### config.mk
export PLATFORM = sky130hd
export DESIGN_NAME = button_debouncer
export DESIGN_NICKNAME = d
export VERILOG_FILES = /design/src/rtl/button_debouncer_pkg.sv /design/src/rtl/button_debouncer_channel.sv /design/src/rtl/button_debouncer.sv
export SDC_FILE = /design/constraint.sdc
export NUM_CORES = 1
export LEC_CHECK = 0
export CAP_MARGIN = 20
export CORE_MARGIN = 5
export CORE_UTILIZATION = 50
export CTS_CLUSTER_DIAMETER = 40
export DETAILED_ROUTE_END_ITERATION = 16
export PLACE_DENSITY = 0.74
export SYNTH_ARGS = -nofsm -noshare
export SYNTH_HDL_FRONTEND = slang
export SYNTH_SLANG_ARGS = --single-unit
### constraint.sdc
create_clock -name clk -period 6.5 [get_ports clk]
set_clock_uncertainty 0.2 [all_clocks]
set_input_delay 1.625 -clock clk [delete_from_list [all_inputs] [get_ports clk]]
set_output_delay 1.625 -clock clk [all_outputs]
set_load 0.005 [all_outputs]
### src/rtl/button_debouncer_pkg.sv
// rtl/button_debouncer_pkg.sv - shared defaults for the push-button debouncer
//
// Purpose: holds the default channel count and qualification window so the
//          top and the per-channel block agree on them.
// Ports:   none (package).
package button_debouncer_pkg;

    // Three buttons feed the A, B, C inputs of the downstream AND gate.
    localparam int DEFAULT_NUM_CH          = 3;

    // 10 ms of stability at a 100 MHz system clock.
    localparam int DEFAULT_DEBOUNCE_CYCLES = 1_000_000;

endpackage

### src/rtl/button_debouncer_channel.sv
// rtl/button_debouncer_channel.sv - one-bit synchroniser, debounce counter and edge pulses
//
// Purpose: brings one raw pad input into the clk domain through a two-flop
//          synchroniser, accepts a new level only after DEBOUNCE_CYCLES
//          consecutive cycles of disagreement with the current level, and
//          emits a registered one-cycle pulse on each accepted transition.
// Ports:
//   clk      in  1  system clock, rising edge
//   rst_n    in  1  asynchronous active-low reset
//   i_raw    in  1  raw asynchronous input
//   o_level  out 1  debounced level
//   o_rise   out 1  one-cycle pulse on accepted 0->1
//   o_fall   out 1  one-cycle pulse on accepted 1->0
module debounce_channel
    import button_debouncer_pkg::*;
#(
    parameter int DEBOUNCE_CYCLES = DEFAULT_DEBOUNCE_CYCLES
) (
    input  logic clk,
    input  logic rst_n,
    input  logic i_raw,
    output logic o_level,
    output logic o_rise,
    output logic o_fall
);

    localparam int               CNT_W   = $clog2(DEBOUNCE_CYCLES);
    localparam logic [CNT_W-1:0] CNT_MAX = CNT_W'(DEBOUNCE_CYCLES - 1);

    logic             r_sync1;
    logic             r_sync2;
    logic             r_stable;
    logic [CNT_W-1:0] r_cnt;
    logic             r_rise;
    logic             r_fall;

    logic             w_differs;
    logic             w_accept;
    logic [CNT_W-1:0] w_cnt_next;

    // Plain flop pair: nothing may sit between the two synchroniser stages.
    always_ff @(posedge clk or negedge rst_n) begin
        if (!rst_n) begin
            r_sync1 <= 1'b0;
            r_sync2 <= 1'b0;
        end else begin
            r_sync1 <= i_raw;
            r_sync2 <= r_sync1;
        end
    end

    // Any cycle where the synchronised input agrees with the accepted level
    // restarts the window; the counter stops at the accept point, so it
    // never wraps.
    always_comb begin
        w_differs  = (r_sync2 != r_stable);
        w_accept   = w_differs && (r_cnt == CNT_MAX);
        w_cnt_next = '0;
        if (w_differs && !w_accept) begin
            w_cnt_next = r_cnt + CNT_W'(1);
        end
    end

    always_ff @(posedge clk or negedge rst_n) begin
        if (!rst_n) begin
            r_cnt    <= '0;
            r_stable <= 1'b0;
            r_rise   <= 1'b0;
            r_fall   <= 1'b0;
        end else begin
            r_cnt  <= w_cnt_next;
            // Pulses land in the same cycle as the new level.
            r_rise <= w_accept &&  r_sync2;
            r_fall <= w_accept && !r_sync2;
            if (w_accept) begin
                r_stable <= r_sync2;
            end
        end
    end

    assign o_level = r_stable;
    assign o_rise  = r_rise;
    assign o_fall  = r_fall;

endmodule

### src/rtl/button_debouncer.sv
// rtl/button_debouncer.sv - multi-channel push-button debouncer feeding the AND gate
//
// Purpose: NUM_CH independent debounce channels; bits [2:0] of btn_level
//          drive gate inputs A, B, C.
// Ports:
//   clk        in  1       system clock, rising edge
//   rst_n      in  1       asynchronous active-low reset
//   btn_raw    in  NUM_CH  raw pad inputs
//   btn_level  out NUM_CH  debounced levels
//   btn_rise   out NUM_CH  one-cycle pulse per channel on 0->1
//   btn_fall   out NUM_CH  one-cycle pulse per channel on 1->0
module button_debouncer
    import button_debouncer_pkg::*;
#(
    parameter int NUM_CH          = DEFAULT_NUM_CH,
    parameter int DEBOUNCE_CYCLES = DEFAULT_DEBOUNCE_CYCLES
) (
    input  logic              clk,
    input  logic              rst_n,
    input  logic [NUM_CH-1:0] btn_raw,
    output logic [NUM_CH-1:0] btn_level,
    output logic [NUM_CH-1:0] btn_rise,
    output logic [NUM_CH-1:0] btn_fall
);

    for (genvar g = 0; g < NUM_CH; g++) begin : g_ch
        debounce_channel #(
            .DEBOUNCE_CYCLES (DEBOUNCE_CYCLES)
        ) u_ch (
            .clk     (clk),
            .rst_n   (rst_n),
            .i_raw   (btn_raw[g]),
            .o_level (btn_level[g]),
            .o_rise  (btn_rise[g]),
            .o_fall  (btn_fall[g])
        );
    end

endmodule

==> impl_metrics.toml, run 1 <==
[placed_design]
gp_congestion = 0.821
dp_hpwl_mm = 4.21
dp.cells = 436
pre_cts_ws_ps = 3750
portBuffers = 13

[sta]
worst_pin_slew_ps = 912
fin_crit_sh_pct = 48.2
hold_viol_final = 0
max_slew_margin_pct = 39.2
fmax_ghz = 0.319
slew_violations = 0
fin_crit_ps = 3130
setup_tns_ps = 0
setup_slack_ps = 3370
rsz0062_at_grt = "false"
setup_violations = 0

[synth]
syn_nets = 351
synth-async-reset-ratio_pct = 100
synthCells = 343
synth_cell_type_count = 37
synth_flop_cell = "dfrtp_1"
ys.warnings.count = 0
synth_area_um2 = 3570
synth_edf_count = 0
avgSynthCellArea_um2 = 10.4
synth-seq-area-share_pct = 52.6
synth_seq_cells = 75

[power]
sequentialPowerShare_pct = 57.0
netSwitchingFraction_pct = 25.5
powerDensity_nw_per_um2 = 215
switching_power_uw = 214
ir_drop_uv = 130
comb_power_share_pct = 3.2
p_leak_nw = 1.58
pwr-share-clk_pct = 39.8
p_int_uw = 626
power_uw = 840

[clock_tree]
cts_tree = "yes"
h-tree-depth = 3
clockBufferDepth = 2
ctsRootBufferMaster = "clkbuf_8"
clkTransAtPathRegs_ps = 80
cts_setup_buffers = 0
holdBufCountCts = 0
worstSkewPairLatency_ps = 360
cts.sinks = 75
ctsResizeCount = 0
cts_made_buffers = 9

[grt]
antenna_found_initial = 0
grt_pass1_vias = 2418
grt_start_max_net_pins = 76
grt_pass1_wl_mm = 11.1
grt.total_usage_pct = 16.0
grt_overflow_total = 0

[setup_path]
r2r-end = "g_ch[2].u_ch.r_cnt[14]"
worst-path-stages = 1
crit_path_end_kind = "primary output"
critical_path_buf_inv_count = 1
start_kind = "flop"
worst-path-max-fanout = 5
cp_slowest_cell = "clkdlybuf4s50_1"
reg2reg_setup_slack_ps = 3820
critPathKind = "flop to primary output"
rr_startpoint = "g_ch[2].u_ch.r_cnt[8]"
reg2reg_depth = 4
crit_chain = "clkdlybuf4s50_1"
required_ps = 4680
arrival_ps = 1310
critPathTopFamily = "buffers and inverters"
critPathMaxStageDelay_ps = 530

[die]
die_w_um = 94.5
row_count = 30
coreArea_um2 = 6870
dieHeight_um = 94.5
design.die.area_um2 = 8920
start_util_pct = 51.9
io_pins = 14

[cells_and_area]
diodes = 0
syn2layout_area_growth_pct = 9.75
layout-drive-gt1-share_pct = 9.27
nets = 359
post-route-util_pct = 57.0
fillCellCount = 588
final_cells = 452

[route]
ant_nets = 0
dr.pass1.iters = 4
vias = 2559
route.met3.wl_um = 253
wl_met1_mm = 3.13
drt-total-wl_mm = 6.39
via_per_inst = 5.66
top_layer = "met4"
routed-wl-met2_mm = 2.92
avgRoutedWirePerCell_um = 14.1
drc = 0
drt-initial-drc-count = 99

[run_status]
status = "completed"

[min_path]
whs_endpoint = "g_ch[0].u_ch.r_sync2"
min_path_cells = 0
hp-class = "flop to flop"
hold_start = "g_ch[0].u_ch.r_sync1"

[job]
drv_cap = 0
-- through the flow --
step | hold slack (ps) | area (um2)
5_1_grt | 169 | 3910
4_1_cts | 167 | 3910
3_3_place_gp | 135 | 3730
3_5_place_dp | 137 | 3730
2_1_floorplan | 131 | 3570
6_report | 161 | 3910
-- worst max-delay path by stage --
| stage | start | end | slack, ps |
|---|---|---|---|
| 2_1_floorplan | g_ch[2].u_ch.r_cnt[8] | g_ch[2].u_ch.o_level | 4070 |
| 3_3_place_gp | g_ch[0].u_ch.o_level | btn_level[0] | 3770 |
| 3_5_place_dp | g_ch[2].u_ch.o_level | btn_level[2] | 3750 |
| 4_1_cts | g_ch[2].u_ch.o_level | btn_level[2] | 3350 |
| 5_1_grt | g_ch[0].u_ch.o_level | btn_level[0] | 3300 |
| 6_report | g_ch[2].u_ch.o_level | btn_level[2] | 3370 |
-- synthesized netlist by cell type, types with 3 or more instances --
cell type  count  area, um2
and4_1         8       70.1
clkbuf_1       8       30.0
nand2_1       21       78.8
a21oi_1       18       90.1
nand3_1       23        115
o21ai_0        9       45.0
or3_1          9       56.3
nand4b_1       3       26.3
nor4_1         6       37.5
nor3_1         4       20.0
dfrtp_1       75       1880
and3_1         7       43.8
or4_1         11       82.6
nor3b_1        6       45.0
inv_1          3       11.3
nor2_1        42        158
nand4_1       11       68.8
xor2_1        25        219
xnor2_1       14        123
buf_4         10       75.1
o31ai_1        9       67.6
ha_1           3       37.5
-- power groups by stage --
| stage | sequential [mW] | clock [mW] | combinational [mW] |
|---|---|---|---|
| 2_1_floorplan | 0.487 | 0 | 0.0126 |
| 3_3_place_gp | 0.488 | 0 | 0.0272 |
| 3_5_place_dp | 0.488 | 0 | 0.0276 |
| 4_1_cts | 0.479 | 0.346 | 0.0279 |
| 5_1_grt | 0.480 | 0.373 | 0.0310 |
| 6_report | 0.479 | 0.335 | 0.0269 |
-- metal layers --
metal | GRT usage, % | up-vias
met1 | 21.0 | 1265
li1 | - | 1251
met3 | 4.78 | 8
met2 | 24.3 | 35
met5 | 0 | -
met4 | 7.81 | 0
-- placed cells by master, fill, tap and decap left out, types with 3 or more instances in the layout --
cell type | netlist | layout
clkdlybuf4s50_1 | 0 | 12
o21ai_0 | 9 | 9
and4_1 | 8 | 8
and3_1 | 7 | 7
nor4_1 | 6 | 6
buf_4 | 10 | 3
xnor2_1 | 14 | 14
nor3b_1 | 6 | 6
ha_1 | 3 | 3
nand2_1 | 21 | 21
a21oi_1 | 18 | 18
or4_1 | 11 | 11
or3_1 | 9 | 9
xor2_1 | 25 | 25
o31ai_1 | 9 | 8
inv_1 | 3 | 3
clkbuf_8 | 0 | 9
nor2_1 | 42 | 42
dfrtp_1 | 75 | 75
nand4b_1 | 3 | 3
nand3_1 | 23 | 23
nand4_1 | 11 | 11
nor3_1 | 4 | 4
-- registers in the layout (all words and copies together), names as in the netlist --
signal and cells:
g_ch.u_ch.o_fall 3, g_ch.u_ch.o_level 3, g_ch.u_ch.o_rise 3, g_ch.u_ch.r_cnt 60
g_ch.u_ch.r_sync1 3, g_ch.u_ch.r_sync2 3
-- cells by family (layout without fill, tap and decap cells) --
| logic type | count (synthesis) | count (layout) | share of synthesized area, % |
|---|---|---|---|
| compound gates | 39 | 39 | 6.88 |
| fa+ha+maj | 3 | 3 | 1.05 |
| flops | 75 | 75 | 52.6 |
| buf+inv | 21 | 34 | 3.26 |
| simple gates | 163 | 163 | 25.5 |
| xor+xnor | 39 | 39 | 9.58 |
| mux | 3 | 3 | 1.05 |
-- layout make-up --
| cell class | count | area, um2 | share of cell area (%) |
|---|---|---|---|
| Inverter | 3 | 11.3 | 0.288 |
| Clock inverter | 7 | 61.3 | 1.57 |
| Clock buffer | 9 | 124 | 3.16 |
| Multi-Input combinational cell | 247 | 1580 | 40.3 |
| Timing Repair Buffer | 15 | 143 | 3.64 |
| Sequential cell | 75 | 1880 | 48.0 |
| Tap cell | 96 | 120 | 3.07 |
Power figures use the tool's default switching activity.
==> run 2, diff against run 1 <==
clock period = 3.1 ns   (was 6.5 ns; I/O delays follow)
==> run 2 against run 1 <==
Utilization up 0.38 points. Setup slack worse by 2800 ps. Flip-flop and latch count is the same. Register-to-register slack got worse by 3200 ps. Via count down 0.74%. Global-route usage is 0.14 points lower. Routed wire length decreased by 3.2%. First-iteration DRC count shrank 3.0%. Design area is 0.67% higher. Clock power rose by 120%.
==> impl_metrics.toml, run 2 (synthesis results as in run 1) <==
[cells_and_area]
layout-drive-gt1-share_pct = 9.78
fin_area_um2 = 3940
final_common_cell = "dfrtp_1"
layout_common_cells = "75 x dfrtp_1, 42 x nor2_1, 25 x xor2_1, 23 x nand3_1, 21 x nand2_1"
final_cells = 454
syn2layout_area_growth_pct = 10.5
largest_reg_flops = 60
nets = 361
top_register = "g_ch.u_ch.r_cnt"
fillCellCount = 596
diodes = 0

[sta]
fmax_ghz = 0.401
setup_violations = 0
fin_crit_sh_pct = 80.5
hold_viol_final = 0
max_slew_margin_pct = 38.6
slew_violations = 0
worst_pin_slew_ps = 921
setup_tns_ps = 0
rsz0062_at_grt = "false"
fin_crit_ps = 2500

[run_status]
status = "completed"

[min_path]
hp-class = "flop to flop"
min_path_cells = 0
whs_endpoint = "g_ch[2].u_ch.r_sync2"
hold_start = "g_ch[2].u_ch.r_sync1"

[die]
dieHeight_um = 94.5
die_w_um = 94.5
start_util_pct = 51.9
row_count = 30
io_pins = 14
coreArea_um2 = 6870
design.die.area_um2 = 8920

[route]
ant_nets = 0
vias = 2540
dr.pass1.iters = 4
drc = 0
drt-total-wl_mm = 6.19
drt-initial-drc-count = 96
via_per_inst = 5.59
avgRoutedWirePerCell_um = 13.6

[power]
netSwitchingFraction_pct = 26.1
comb_power_share_pct = 3.2
pwr-share-clk_pct = 40.7
ir_drop_uv = 326
p_int_mw = 1.32
sequentialPowerShare_pct = 56.1
powerDensity_nw_per_um2 = 454
p_leak_nw = 1.59
switching_power_uw = 467

[clock_tree]
clkTransAtPathRegs_ps = 90
cts_setup_buffers = 0
cts_made_buffers = 9
cts.sinks = 75
worstSkewPairLatency_ps = 360
holdBufCountCts = 0
ctsRootBufferMaster = "clkbuf_8"
cts_tree = "yes"
ctsResizeCount = 0
h-tree-depth = 3
clockBufferDepth = 2

[placed_design]
placed_cell_area_um2 = 3740
dp_hpwl_mm = 4.14
portBuffers = 13
gp_congestion = 0.811
dp.cells = 438

[grt]
grt_overflow_total = 0
grt.total_usage_pct = 15.9
grt_pass1_wl_mm = 11.3
grt_pass1_vias = 2442
antenna_found_initial = 0
grt_start_max_net_pins = 76

[job]
drv_cap = 0

[setup_path]
crit_path_end_kind = "flop"
required_ps = 3150
arrival_ps = 2550
rr_startpoint = "g_ch[2].u_ch.r_cnt[8]"
reg2reg_depth = 4
reg2reg_setup_slack_ps = 600
r2r-end = "g_ch[2].u_ch.o_level"
start_kind = "flop"
critPathKind = "flop to flop"
worst-path-max-fanout = 6
[run 2: changes by cell type in the layout (fill, tap and decap cells not counted), sizes merged]
cell	change
buf	+2
[run 2: power groups by stage]
stage / combinational, mW / clock, mW / sequential [mW]
after global placement: 0.0582 / 0 / 1.02
final: 0.0578 / 0.728 / 1.00
after floorplan: 0.0265 / 0 / 1.02
after global routing: 0.0687 / 0.801 / 1.01
after detailed placement: 0.0598 / 0 / 1.02
after CTS: 0.0599 / 0.752 / 1.00
[run 2: metal layers]
layer / global-route usage, % / vias to the layer above / share of wire (%) / wire, um
met1: 21.4 / 1250 / 49 / 3050
met2: 24.6 / 33 / 46 / 2850
met5: 0 / - / 0 / 0
li1: - / 1249 / - / -
met3: 4.46 / 8 / 3.3 / 207
met4: 5.77 / 0 / 1.4 / 87
[run 2: per-stage QoR]
stage	power [mW]	utilization [%]	hold WS (ps)	setup slack (ps)
after floorplan	1.05	-	131	671
after global placement	1.08	54.5	133	624
after detailed placement	1.08	54.5	136	593
after CTS	1.82	57.4	158	601
after global routing	1.88	57.4	162	558
final	1.79	57.4	155	604
[run 2: worst max-delay path by stage]
stage | startpoint | end | slack (ps)
after detailed placement | g_ch[2].u_ch.r_cnt[8] | g_ch[2].u_ch.o_level | 590
after CTS | g_ch[2].u_ch.r_cnt[8] | g_ch[2].u_ch.o_level | 600
after global routing | g_ch[1].u_ch.r_cnt[2] | g_ch[1].u_ch.r_cnt[18] | 560
after floorplan | g_ch[2].u_ch.r_cnt[8] | g_ch[2].u_ch.o_level | 670
after global placement | g_ch[2].u_ch.r_cnt[8] | g_ch[2].u_ch.o_level | 620
final | g_ch[2].u_ch.r_cnt[8] | g_ch[2].u_ch.o_level | 600
[run 2: area by class of cell]
class	count	area, um2	area share, %
flip-flops and latches	75	1880	47.6
multi-input cells	247	1580	40.0
repair buffers	17	158	4.00
clock buffers	9	124	3.14
well taps	96	120	3.05
clock inverters	7	72.6	1.84
inverters	3	11.3	0.286
[run 2: worst max-delay path, cell delays in order, from the launching register on]
cell	delay (ps)
dfrtp_1	440
or4b_1	520
or4_4	510
or3_4	430
mux2_4	300
==> run 3, diff against run 2 <==
PLACE_DENSITY = 0.76   (was 0.74)
clock period = 2.25 ns   (was 3.1 ns; I/O delays follow)
==> run 3 against run 2 <==
The flow now finishes with violations (negative setup slack). Setup slack got worse by 750 ps. First-iteration DRC count increased by 42%. Power increased by 42%. Maximum frequency rose by 4.3%. Die area unchanged. Clock-buffer cell count rose by 2. Design area increased by 5.3%. Cell count grew 5.1%. Utilization rose by 3.1 points. Flip-flop and latch count stayed put. Clock power increased by 44%. Worst hold slack better by 1.9 ps. Critical endpoint unchanged. Largest power group unchanged. Highest routed layer unchanged.
==> impl_metrics.toml, run 3 (synthesis results as in run 1) <==
[cells_and_area]
fin_area_um2 = 4150
nets = 385
layout_common_cells = "75 x dfrtp_1, 42 x nor2_1, 25 x xor2_1, 25 x buf_4, 23 x nand3_1"
ff_latch_area_um2 = 1880
syn2layout_area_growth_pct = 16.4
top_register = "g_ch.u_ch.r_cnt"
diodes = 0
largest_reg_flops = 60
post-route-util_pct = 60.4
layout-drive-gt1-share_pct = 15.2
fillCellCount = 568
final_common_cell = "dfrtp_1"
multi_input_area_um2 = 1580

[clock_tree]
worstSkewPairLatency_ps = 350
cts.sinks = 75
clockBufferDepth = 2
cts_made_buffers = 9
ctsRootBufferMaster = "clkbuf_8"
cts_tree = "yes"
h-tree-depth = 3
clkTransAtPathRegs_ps = 70

[power]
p_leak_nw = 1.72
ir_drop_uv = 429
power_mw = 2.54
powerDensity_nw_per_um2 = 611

[grt]
met3_usage_pct = 4.06
grt_start_max_net_pins = 52
grt_pass1_vias = 2559
grt.total_usage_pct = 16.2
antenna_found_initial = 0
met1_usage_pct = 21.5
grt_pass1_wl_mm = 11.4
grt_util_met2_pct = 25.2
grt_overflow_total = 0
busiest_layer = "met2"

[setup_path]
r2r-end = "g_ch[2].u_ch.o_level"
startpoint = "g_ch[2].u_ch.r_cnt[7]"
start_kind = "flop"
crit_path_end_kind = "flop"
worst-path-max-fanout = 4
critPathTopFamily = "simple AND/OR/NAND/NOR gates"
critPathKind = "flop to flop"
rr_startpoint = "g_ch[2].u_ch.r_cnt[7]"
required_ps = 2290
crit_chain = "or4_1 -> or4_4 -> or3_4 -> mux2_4"
worst-path-stages = 4
cp_slowest_cell = "or4_1"
critical_path_buf_inv_count = 0
critPathMaxStageDelay_ps = 530
arrival_ps = 2430
crit_end = "g_ch[2].u_ch.o_level"
reg2reg_depth = 4
reg2reg_setup_slack_ps = -140

[die]
start_util_pct = 51.9
io_pins = 14
coreArea_um2 = 6870
row_count = 30
die_w_um = 94.5
dieHeight_um = 94.5
design.die.area_um2 = 8920

[sta]
setup_tns_ps = -1600
slew_violations = 0
rsz0062_at_grt = "true"
worst_pin_slew_ps = 391
setup_slack_ps = -143
max_slew_margin_pct = 73.7
setup_violations = 23
fin_crit_sh_pct = 106
fmax_ghz = 0.418
hold_viol_final = 0
fin_crit_ps = 2390

[placed_design]
gp_congestion = 0.839
placed_cell_area_um2 = 3910
portBuffers = 13
dp_hpwl_mm = 4.36

[min_path]
hp-class = "flop to flop"

[route]
drt-total-wl_mm = 6.51
dr.pass1.iters = 4
drc = 0
ant_nets = 0
drt-initial-drc-count = 136
avgRoutedWirePerCell_um = 13.6
vias = 2618
via_per_inst = 5.49

[run_status]
status = "finished, violations left"
violations = "negative setup slack"

[job]
drv_cap = 0
## run 3: cell types whose count changed in the layout (fill, tap and decap cells not counted), sizes merged
| cell | before | now |
|---|---|---|
| bufinv | 0 | 1 |
| buf | 5 | 28 |
| clkbuf | 9 | 11 |
| clkinv | 3 | 2 |
| clkinvlp | 1 | 0 |
| inv | 6 | 4 |
| dlygate4sd3 | 0 | 1 |
## run 3: area by class of cell
class	count	share of cell area (%)
sequential	75	45.2
clock buffer	11	3.65
multi-input combinational	247	38.1
tap	96	2.89
inverter	3	0.271
timing repair buffer	41	8.68
clock inverter	4	1.18
## run 3: repair_timing
action / in CTS / in global routing
setup endpoints to repair: 23 / 24
hold buffers: 1 / 0
endpoints found under the hold margin: 24 / 0
gates resized for setup: 2 / 1
setup buffers: 0 / 3
## run 3: worst min-delay path by stage
stage | slack [ps] | cells past startpoint | startpoint | endpoint
detailed placement | 140 | 0 | g_ch[0].u_ch.r_sync1 | g_ch[0].u_ch.r_sync2
finish | 160 | 0 | g_ch[0].u_ch.r_sync1 | g_ch[0].u_ch.r_sync2
floorplan | 70 | 0 | rst_n | g_ch[0].u_ch.o_fall
global placement | 140 | 0 | g_ch[0].u_ch.r_sync1 | g_ch[0].u_ch.r_sync2
CTS | 160 | 0 | g_ch[0].u_ch.r_sync1 | g_ch[0].u_ch.r_sync2
global route | 170 | 0 | g_ch[1].u_ch.r_sync1 | g_ch[1].u_ch.r_sync2
## run 3: power by group
group	total (mW)	leakage [nW]	switching, mW	internal (mW)
Clock	1.05	0.106	0.486	0.567
Sequential	1.38	1.03	0.0163	1.37
Combinational	0.101	0.592	0.0585	0.0424
## run 3: worst register-to-register path, stage by stage (launching register included)
cell and delay (ps):
dfrtp_1 390, or4_1 530, or4_4 500, or3_4 360, mux2_4 300
## run 3: per-layer routing
| layer | share of wire [%] | wire length [um] |
|---|---|---|
| met1 | 48 | 3140 |
| met4 | 1.7 | 112 |
| met5 | 0 | 0 |
| met3 | 3.4 | 220 |
| met2 | 47 | 3040 |
## run 3: per-stage QoR
step	worst slack, ps	hold slack, ps	cells
final	-143	157	477
after global routing	-167	167	477
after CTS	-150	160	474
after detailed placement	-114	143	458
after global placement	-84.9	139	458
after floorplan	-105	66.9	343
